`config.mk`:
```
export PLATFORM = sky130hd
export DESIGN_NAME = multicycle_controller_param
export DESIGN_NICKNAME = d
export VERILOG_FILES = /design/src/rtl/multicycle_ctrl_pkg.sv /design/src/rtl/multicycle_ctrl_cond_check.sv /design/src/rtl/multicycle_controller_param.sv
export SDC_FILE = /design/constraint.sdc
export NUM_CORES = 1
export LEC_CHECK = 0
export CAP_MARGIN = 20
export CORE_ASPECT_RATIO = 0.9
export CORE_UTILIZATION = 28
export DETAILED_ROUTE_END_ITERATION = 10
export GPL_ROUTABILITY_DRIVEN = 0
export HOLD_SLACK_MARGIN = 0.02
export PLACE_DENSITY = 0.61
export SYNTH_ARGS = -nofsm -noshare
export SYNTH_HDL_FRONTEND = slang
export SYNTH_SLANG_ARGS = --single-unit
```
`constraint.sdc`:
```
create_clock -name clock -period 7 [get_ports clock]
set_input_delay 1.4 -clock clock [delete_from_list [all_inputs] [get_ports clock]]
set_output_delay 1.4 -clock clock [all_outputs]
set_load 0.02 [all_outputs]
```
`src/rtl/multicycle_ctrl_pkg.sv`:
```
// rtl/multicycle_ctrl_pkg.sv - shared encodings for the multicycle controller
package multicycle_ctrl_pkg;

    typedef enum logic [3:0] {
        ST_FETCH  = 4'd0,
        ST_DECODE = 4'd1,
        ST_MEMADR = 4'd2,
        ST_MEMRD  = 4'd3,
        ST_MEMWB  = 4'd4,
        ST_MEMWR  = 4'd5,
        ST_EXECR  = 4'd6,
        ST_EXECI  = 4'd7,
        ST_ALUWB  = 4'd8,
        ST_BRANCH = 4'd9,
        ST_FAULT  = 4'd10
    } state_e;

    localparam logic [2:0] ALU_ADD = 3'b000;
    localparam logic [2:0] ALU_SUB = 3'b001;
    localparam logic [2:0] ALU_AND = 3'b010;
    localparam logic [2:0] ALU_ORR = 3'b011;
    localparam logic [2:0] ALU_EOR = 3'b100;
    localparam logic [2:0] ALU_MOV = 3'b101;

    localparam logic [1:0] OP_DP  = 2'b00;
    localparam logic [1:0] OP_MEM = 2'b01;
    localparam logic [1:0] OP_BR  = 2'b10;

    localparam logic [3:0] CMD_AND = 4'b0000;
    localparam logic [3:0] CMD_EOR = 4'b0001;
    localparam logic [3:0] CMD_SUB = 4'b0010;
    localparam logic [3:0] CMD_ADD = 4'b0100;
    localparam logic [3:0] CMD_CMP = 4'b1010;
    localparam logic [3:0] CMD_ORR = 4'b1100;
    localparam logic [3:0] CMD_MOV = 4'b1101;

    localparam logic [3:0] COND_EQ = 4'd0;
    localparam logic [3:0] COND_NE = 4'd1;
    localparam logic [3:0] COND_CS = 4'd2;
    localparam logic [3:0] COND_CC = 4'd3;
    localparam logic [3:0] COND_MI = 4'd4;
    localparam logic [3:0] COND_PL = 4'd5;
    localparam logic [3:0] COND_VS = 4'd6;
    localparam logic [3:0] COND_VC = 4'd7;
    localparam logic [3:0] COND_HI = 4'd8;
    localparam logic [3:0] COND_LS = 4'd9;
    localparam logic [3:0] COND_GE = 4'd10;
    localparam logic [3:0] COND_LT = 4'd11;
    localparam logic [3:0] COND_GT = 4'd12;
    localparam logic [3:0] COND_LE = 4'd13;
    localparam logic [3:0] COND_AL = 4'd14;

    localparam logic [1:0] SRCA_REG  = 2'b00;
    localparam logic [1:0] SRCA_PC   = 2'b01;
    localparam logic [1:0] SRCB_REG  = 2'b00;
    localparam logic [1:0] SRCB_IMM  = 2'b01;
    localparam logic [1:0] SRCB_FOUR = 2'b10;
    localparam logic [1:0] RES_ALUOUT = 2'b00;
    localparam logic [1:0] RES_DATA   = 2'b01;
    localparam logic [1:0] RES_ALU    = 2'b10;

    // Data-processing cmd field to ALU operation; unlisted commands fall back to ADD
    function automatic logic [2:0] alu_decode(input logic [3:0] cmd);
        case (cmd)
            CMD_ADD:          return ALU_ADD;
            CMD_SUB, CMD_CMP: return ALU_SUB;
            CMD_AND:          return ALU_AND;
            CMD_ORR:          return ALU_ORR;
            CMD_EOR:          return ALU_EOR;
            CMD_MOV:          return ALU_MOV;
            default:          return ALU_ADD;
        endcase
    endfunction

endpackage

```
`src/rtl/multicycle_ctrl_cond_check.sv`:
```
// rtl/multicycle_ctrl_cond_check.sv - ARM condition field evaluation against NZCV
module multicycle_ctrl_cond_check
    import multicycle_ctrl_pkg::*;
(
    input  logic [3:0] cond_i,
    input  logic [3:0] flags_i,
    output logic       pass_o
);

    logic n, z, c, v;
    assign {n, z, c, v} = flags_i;

    // Code 15 is treated as never-execute
    always_comb begin
        pass_o = 1'b0;
        case (cond_i)
            COND_EQ: pass_o = z;
            COND_NE: pass_o = !z;
            COND_CS: pass_o = c;
            COND_CC: pass_o = !c;
            COND_MI: pass_o = n;
            COND_PL: pass_o = !n;
            COND_VS: pass_o = v;
            COND_VC: pass_o = !v;
            COND_HI: pass_o = c && !z;
            COND_LS: pass_o = !c || z;
            COND_GE: pass_o = (n == v);
            COND_LT: pass_o = (n != v);
            COND_GT: pass_o = !z && (n == v);
            COND_LE: pass_o = z || (n != v);
            COND_AL: pass_o = 1'b1;
            default: pass_o = 1'b0;
        endcase
    end

endmodule

```
`src/rtl/multicycle_controller_param.sv`:
```
// rtl/multicycle_controller_param.sv - multicycle controller FSM with memory handshake and timeout fault
module multicycle_controller_param
    import multicycle_ctrl_pkg::*;
#(
    parameter int INSTR_W  = 32,
    parameter int WAIT_W   = 4,
    parameter int MAX_WAIT = 15,
    parameter int CNT_W    = 32,
    parameter int HAS_LINK = 1
) (
    input  logic               clock,
    input  logic               reset,
    input  logic [INSTR_W-1:0] INSTRUCTION,
    input  logic [3:0]         FLAGS,
    input  logic               mem_ready,
    output logic               mem_req,
    output logic               IRWrite,
    output logic               PCWrite,
    output logic               AdrSrc,
    output logic               MemWrite,
    output logic               RegWrite,
    output logic               FlagUpdate,
    output logic               A3Src,
    output logic               WD3Src,
    output logic [1:0]         ALUSrcA,
    output logic [1:0]         ALUSrcB,
    output logic [1:0]         ResultSrc,
    output logic [2:0]         ALUop,
    output logic [3:0]         state,
    output logic               fault,
    output logic [CNT_W-1:0]   cycle_count,
    output logic [CNT_W-1:0]   instr_count
);

    state_e             state_q, state_d;
    logic [WAIT_W-1:0]  wait_q, wait_d;
    logic [CNT_W-1:0]   cycle_q, instr_q;
    logic               retire, in_wait, timeout, cond_pass;

    logic [1:0] op;
    logic [3:0] cmd;
    logic       imm, sl, link;
    logic       unused_instr;

    assign op   = INSTRUCTION[27:26];
    assign imm  = INSTRUCTION[25];
    assign cmd  = INSTRUCTION[24:21];
    assign sl   = INSTRUCTION[20];
    assign link = (HAS_LINK != 0) && INSTRUCTION[24];
    assign unused_instr = ^INSTRUCTION;

    multicycle_ctrl_cond_check u_cond (
        .cond_i  (INSTRUCTION[31:28]),
        .flags_i (FLAGS),
        .pass_o  (cond_pass)
    );

    // Only the memory-access states wait on mem_ready; any completed access restarts the count
    assign in_wait = (state_q == ST_FETCH) || (state_q == ST_MEMRD) || (state_q == ST_MEMWR);
    assign timeout = in_wait && !mem_ready && (wait_q == WAIT_W'(MAX_WAIT - 1));
    assign wait_d  = (in_wait && !mem_ready) ? wait_q + WAIT_W'(1) : '0;

    // State, wait counter and free-running performance counters
    always_ff @(posedge clock or negedge reset) begin
        if (!reset) begin
            state_q <= ST_FETCH;
            wait_q  <= '0;
            cycle_q <= '0;
            instr_q <= '0;
        end else begin
            state_q <= state_d;
            wait_q  <= wait_d;
            cycle_q <= cycle_q + CNT_W'(1);
            instr_q <= instr_q + CNT_W'(retire);
        end
    end

    // Next state and retirement strobe
    always_comb begin
        state_d = state_q;
        retire  = 1'b0;
        case (state_q)
            ST_FETCH: begin
                if (timeout)        state_d = ST_FAULT;
                else if (mem_ready) state_d = ST_DECODE;
            end
            ST_DECODE: begin
                if (!cond_pass) begin
                    state_d = ST_FETCH;
                    retire  = 1'b1;
                end else begin
                    case (op)
                        OP_DP:   state_d = imm ? ST_EXECI : ST_EXECR;
                        OP_MEM:  state_d = ST_MEMADR;
                        OP_BR:   state_d = ST_BRANCH;
                        default: state_d = ST_FETCH;
                    endcase
                end
            end
            ST_EXECR, ST_EXECI: begin
                if (cmd == CMD_CMP) begin
                    state_d = ST_FETCH;
                    retire  = 1'b1;
                end else begin
                    state_d = ST_ALUWB;
                end
            end
            ST_MEMADR: state_d = sl ? ST_MEMRD : ST_MEMWR;
            ST_MEMRD: begin
                if (timeout)        state_d = ST_FAULT;
                else if (mem_ready) state_d = ST_MEMWB;
            end
            ST_MEMWR: begin
                if (timeout) begin
                    state_d = ST_FAULT;
                end else if (mem_ready) begin
                    state_d = ST_FETCH;
                    retire  = 1'b1;
                end
            end
            ST_ALUWB, ST_MEMWB, ST_BRANCH: begin
                state_d = ST_FETCH;
                retire  = 1'b1;
            end
            ST_FAULT: state_d = ST_FAULT;
            default:  state_d = ST_FETCH;
        endcase
    end

    // Datapath controls, forced idle while reset is held
    always_comb begin
        mem_req    = 1'b0;
        IRWrite    = 1'b0;
        PCWrite    = 1'b0;
        AdrSrc     = 1'b0;
        MemWrite   = 1'b0;
        RegWrite   = 1'b0;
        FlagUpdate = 1'b0;
        A3Src      = 1'b0;
        WD3Src     = 1'b0;
        ALUSrcA    = SRCA_REG;
        ALUSrcB    = SRCB_REG;
        ResultSrc  = RES_ALUOUT;
        ALUop      = ALU_ADD;
        if (reset) begin
            case (state_q)
                ST_FETCH: begin
                    mem_req   = 1'b1;
                    IRWrite   = mem_ready;
                    PCWrite   = mem_ready;
                    ALUSrcA   = SRCA_PC;
                    ALUSrcB   = SRCB_FOUR;
                    ResultSrc = RES_ALU;
                end
                ST_DECODE: begin
                    ALUSrcA = SRCA_PC;
                    ALUSrcB = SRCB_FOUR;
                end
                ST_EXECR, ST_EXECI: begin
                    ALUSrcB    = (state_q == ST_EXECI) ? SRCB_IMM : SRCB_REG;
                    ALUop      = alu_decode(cmd);
                    FlagUpdate = sl || (cmd == CMD_CMP);
                end
                ST_ALUWB: begin
                    RegWrite  = 1'b1;
                    ResultSrc = RES_ALUOUT;
                end
                ST_MEMADR: ALUSrcB = SRCB_IMM;
                ST_MEMRD: begin
                    mem_req = 1'b1;
                    AdrSrc  = 1'b1;
                end
                ST_MEMWR: begin
                    mem_req  = 1'b1;
                    AdrSrc   = 1'b1;
                    MemWrite = mem_ready;
                end
                ST_MEMWB: begin
                    RegWrite  = 1'b1;
                    ResultSrc = RES_DATA;
                end
                ST_BRANCH: begin
                    PCWrite   = 1'b1;
                    ALUSrcB   = SRCB_IMM;
                    ResultSrc = RES_ALU;
                    RegWrite  = link;
                    A3Src     = link;
                    WD3Src    = link;
                end
                default: ;
            endcase
        end
    end

    assign state       = state_q;
    assign fault       = (state_q == ST_FAULT);
    assign cycle_count = cycle_q;
    assign instr_count = instr_q;

endmodule

```
==> results of run 1 <==
-- final timing paths --
path / end / startpoint / slack (ns) / cells after the start
max: PCWrite / reset / 2.18 / 5
min: cycle_count[0] / cycle_count[0] / 0.46 / 1
max reg2reg: instr_count[26] / state[2] / 3.93 / 10
min reg2reg: cycle_count[0] / cycle_count[0] / 0.46 / 1
max in group asynchronous: instr_count[9] / reset / 5.06 / 2
min in group asynchronous: wait_q[0] / reset / 1.35 / 2
-- placed cells by master (no fill, tap or decap), types with 6 or more instances in the layout --
| master | synthesis | layout |
|---|---|---|
| xnor2_1 | 46 | 46 |
| dfrtp_1 | 72 | 72 |
| nand4_1 | 10 | 10 |
| and4_1 | 6 | 6 |
| a21oi_1 | 8 | 8 |
| nor2_1 | 27 | 27 |
| nand2_1 | 28 | 28 |
| inv_1 | 9 | 9 |
| nor2b_1 | 7 | 7 |
| nor3_1 | 10 | 10 |
| clkdlybuf4s50_1 | 0 | 103 |
| and3_1 | 12 | 12 |
| nand3_1 | 28 | 28 |
| xor2_1 | 22 | 22 |
| clkbuf_16 | 0 | 9 |
-- cells by family after synthesis --
logic type,share of synthesized area (%)
compound gates,6.14
xor+xnor,15.7
fa+ha+maj,1.65
buf+inv,3.10
flops,47.5
mux,0.792
other cells,0.0989
simple gates,25.0
-- cell type report --
type | instances | area, um2 | area share, %
multi-input cells | 272 | 1870 | 35.5
flip-flops and latches | 72 | 1800 | 34.1
repair buffers | 105 | 1040 | 19.8
clock buffers | 10 | 239 | 4.53
well taps | 164 | 205 | 3.89
clock inverters | 5 | 81.3 | 1.54
inverters | 9 | 33.8 | 0.640
-- power by group --
part | internal, mW | total [mW] | switching (mW) | leakage (nW)
Clock | 0.319 | 0.486 | 0.167 | 0.155
Combinational | 0.168 | 0.367 | 0.199 | 1.12
Sequential | 0.448 | 0.512 | 0.0647 | 0.978
Total | 0.935 | 1.37 | 0.430 | 2.25
-- worst max-delay path, stage by stage --
cell             delay [ns]
buf_2                  0.11
buf_4                  0.73
nand2b_1               0.26
a211oi_1               0.27
clkdlybuf4s50_1        0.65
-- sequential cells by signal, summed over array words and instances, names as in the netlist --
register and flops:
instr_count 32, state 4, wait_q 4, cycle_count 32
-- routing by layer --
metal / up-vias / part of all wire, % / global-route usage, %
met5: - / 0 / 0
met4: 0 / 0.68 / 3.37
met3: 7 / 4.8 / 4.05
met2: 68 / 47 / 20.9
met1: 1504 / 47 / 17.0
li1: 1481 / - / -
==> results_dict.tcl, run 1 <==
set metrics [dict create \
    cts_buffer_depth 2 \
    min_path_type "register to register" \
    portBuffers 104 \
    fin_setup_tns_ns 0 \
    dominantRegCellSynth "dfrtp_1" \
    dpl_cell_area_mm2 0.00496 \
    drt-vias-per-instance 4.80 \
    powerDensity_mw_per_mm2 259 \
    tightest_slew_ns 0.928 \
    pre_cts_ws_ns 2.06 \
    grt_pass1_wl_um 14700 \
    stdcell_count 637 \
    cts_made_buffers 9 \
    dp_hpwl_um 6570 \
    relSlewSlack_pct 38.2 \
    synth.cell_area_mm2 0.00379 \
    cp-start-kind "primary input" \
    antenna_cells 0 \
    synth_edf_count 0 \
    timing.fmax_ghz 0.208 \
    cts_tree "done" \
    yosysTopAreaCellShare_pct 47.5 \
    synth_seq_cells 72 \
    design_area_mm2 0.00528 \
    htreeDepth 3 \
    drtPass1Iterations 4 \
    dieHeight_um 112 \
    clock_latency_ns 0.33 \
    finalCritPeriodShare_pct 68.8 \
    cts_sinks 72 \
    core_mm2 0.0129 \
    yosys_warnings 0 \
    ys_seq_area_share_pct 47.5 \
    cts-resized-gates 0 \
    hold_ws_ns 0.463 \
    cp.required_ns 5.60 \
    die_w_um 125 \
    synthCells 363 \
    placementRows 39 \
    yosysMostFrequentCell "dfrtp_1" \
    leakage_nw 2.25 \
    wl_per_cell_um 14.0 \
    initial_core_util_pct 29.3 \
    die-area_mm2 0.0140 \
    drc_errors 0 \
    drv_cap 0 \
    hold_viol 0 \
    end_kind "primary output" \
    finalSetupViolCount 0 \
    grt_start_max_net_pins 76 \
    avgSynthCellArea_um2 10.4 \
    status "completed" \
    timing.final.ws_setup_ns 2.18 \
    finClkSkew_ns 0.00637 \
    ioPinCount 126 \
    post_cts_buffers 0 \
    fillers 1229 \
    netlist_top_cells_area "dfrtp_1 48%, xnor2_1 11%, xor2_1 5.1%, nand3_1 3.7%, nand2_1 2.8%" \
    utilization_pct 40.8 \
    ys_types 53 \
    worstPathArrival_ns 3.42 \
    overflow 0 \
    cp_max_fo 75 \
    period_minus_slack_ns 4.82 \
    rsz0062_at_grt "false" \
    nets 513 \
    worst-setup-path-type "primary input to primary output" \
    first_iter_violations 199 \
    synth_common_cells "72 x dfrtp_1, 46 x xnor2_1, 28 x nand2_1, 28 x nand3_1, 27 x nor2_1" \
    postRouteWirelength_um 8930 \
    dp_cells 622 \
    syn_to_final_growth_pct 39.2 \
    async_reset_ff_share_pct 100 \
    ir_drop_uv 122 \
    routed-via-count 3060 \
    drive_gt1_share_pct 7.61 \
    path_clk_slew_ns 0.06 \
    cts_root_buf "clkbuf_16" \
    antenna_found_initial 0 \
    synthesis.nets 407 \
    drv_slew 0 \
    antenna_left 0 \
    p_total_mw 1.37 \
    grt_pass1_vias 2965 \
    track_usage_pct 13.0 \
    hold_buffers 0 \
    synth_area_leader_cell "dfrtp_1" \
]
(Power assumes the default switching activity.)
==> inputs of run 2 (changes only) <==
Settings changed: PLACE_DENSITY 0.61 to 0.63.
Clock period 7 ns to 4.4 ns, I/O delays scaled along.
==> results_dict.tcl, run 2 (synthesis gave the netlist of run 1 again) <==
set metrics [dict create \
    core_mm2 0.0129 \
    cts_sinks 72 \
    relSlewSlack_pct 41.7 \
    hold_buffers 0 \
    postRouteWirelength_um 8880 \
    wl_per_cell_um 13.9 \
    routed-via-count 3023 \
    die-area_mm2 0.0140 \
    cp-start-kind "primary input" \
    seq_area_mm2 0.00180 \
    rsz0062_at_grt "false" \
    syn_to_final_growth_pct 38.1 \
    initial_core_util_pct 29.3 \
    antenna_found_initial 0 \
    dieHeight_um 112 \
    first_iter_violations 106 \
    fin_setup_tns_ns 0 \
    design_area_mm2 0.00523 \
    worstPathArrival_ns 4.00 \
    final_common_cell "clkdlybuf4s50_1" \
    cts_tree "done" \
    portBuffers 104 \
    drv_slew 0 \
    p_total_mw 2.07 \
    cp_max_fo 9 \
    antenna_left 0 \
    drive_gt1_share_pct 6.96 \
    status "completed" \
    cts-resized-gates 0 \
    min_path_type "primary input to asynchronous set/reset pin" \
    grt_pass1_vias 3027 \
    grt_start_max_net_pins 69 \
    finalSetupViolCount 0 \
    end_kind "register" \
    drtPass1Iterations 5 \
    worst-setup-path-type "primary input to register" \
    overflow 0 \
    cp.required_ns 4.61 \
    dpl_cell_area_mm2 0.00497 \
    antenna_cells 0 \
    htreeDepth 3 \
    drt-vias-per-instance 4.74 \
    path_clk_slew_ns 0.05 \
    die_w_um 125 \
    leakage_nw 2.23 \
    fillers 1250 \
    hold_viol 0 \
    cts_buffer_depth 2 \
    placementRows 39 \
    cts_made_buffers 9 \
    final_cell_mix "103 x clkdlybuf4s50_1, 72 x dfrtp_1, 46 x xnor2_1, 28 x nand2_1, 28 x nand3_1" \
    reg2reg_slack_ns 1.47 \
    nets 514 \
    cts_root_buf "clkbuf_16" \
    timing.fmax_ghz 0.264 \
    clock_latency_ns 0.33 \
    tightest_slew_ns 0.875 \
    drc_errors 0 \
    grt_pass1_wl_um 15100 \
    powerDensity_mw_per_mm2 396 \
    track_usage_pct 13.2 \
    drv_cap 0 \
    period_minus_slack_ns 3.79 \
    post_cts_buffers 0 \
    finalCritPeriodShare_pct 86.1 \
    ir_drop_uv 152 \
    ioPinCount 126 \
    dp_hpwl_um 6480 \
    utilization_pct 40.5 \
    multi_input_area_mm2 0.00187 \
    finClkSkew_ns 0.00831 \
]
-- run 2: changes by cell type in the layout (fill, tap and decap cells not counted), sizes merged --
cell,delta
clkinvlp,-1
clkinv,-2
buf,+1
clkbuf,+5
bufinv,-2
-- run 2: final cells by class --
type	count	area share (%)
Clock buffer	15	5.12
Inverter	9	0.645
Tap cell	164	3.92
Multi-Input combinational cell	272	35.8
Timing Repair Buffer	106	20.1
Sequential cell	72	34.4
-- run 2: metal layers --
metal / vias to the layer above / wire [um] / track usage [%]
li1: 1493 / - / -
met1: 1440 / 4260 / 17.7
met2: 77 / 3990 / 20.6
met3: 13 / 539 / 4.19
met4: 0 / 95 / 3.69
met5: - / 0 / 0
-- run 2: metrics by stage --
stage / setup WS, ns / instances / hold slack, ns
after floorplan: 1.06 / 363 / 0.455
after global placement: 0.293 / 623 / 0.451
after detailed placement: 0.197 / 623 / 0.467
after CTS: 0.533 / 638 / 0.367
after global routing: 0.273 / 638 / 0.369
final: 0.610 / 638 / 0.381
-- run 2: power by group --
part	total, mW	switching, mW	internal, mW
sequential	0.815	0.102	0.712
combinational	0.592	0.323	0.269
clock	0.666	0.255	0.410
-- run 2: critical path: stages --
cell and delay, ns:
clkdlybuf4s50_1 0.57, nor2b_1 0.23, a221oi_1 0.32, o32ai_1 0.15, a221oi_2 0.23, a31o_1 0.19, ha_1 0.26, ha_1 0.30
nand3_1 0.25, nor3_4 0.30, nand4_1 0.16, xnor2_1 0.15
-- run 2: worst paths after layout --
path / cells past startpoint / startpoint / to
hold reg to reg: 1 / cycle_count[31] / cycle_count[31]
min in group clock: 1 / cycle_count[31] / cycle_count[31]
setup / recovery: 12 / INSTRUCTION[30] / instr_count[30]
setup reg to reg: 10 / state[2] / instr_count[30]
max in group asynchronous: 2 / reset / instr_count[20]
hold / removal: 1 / reset / state[2]
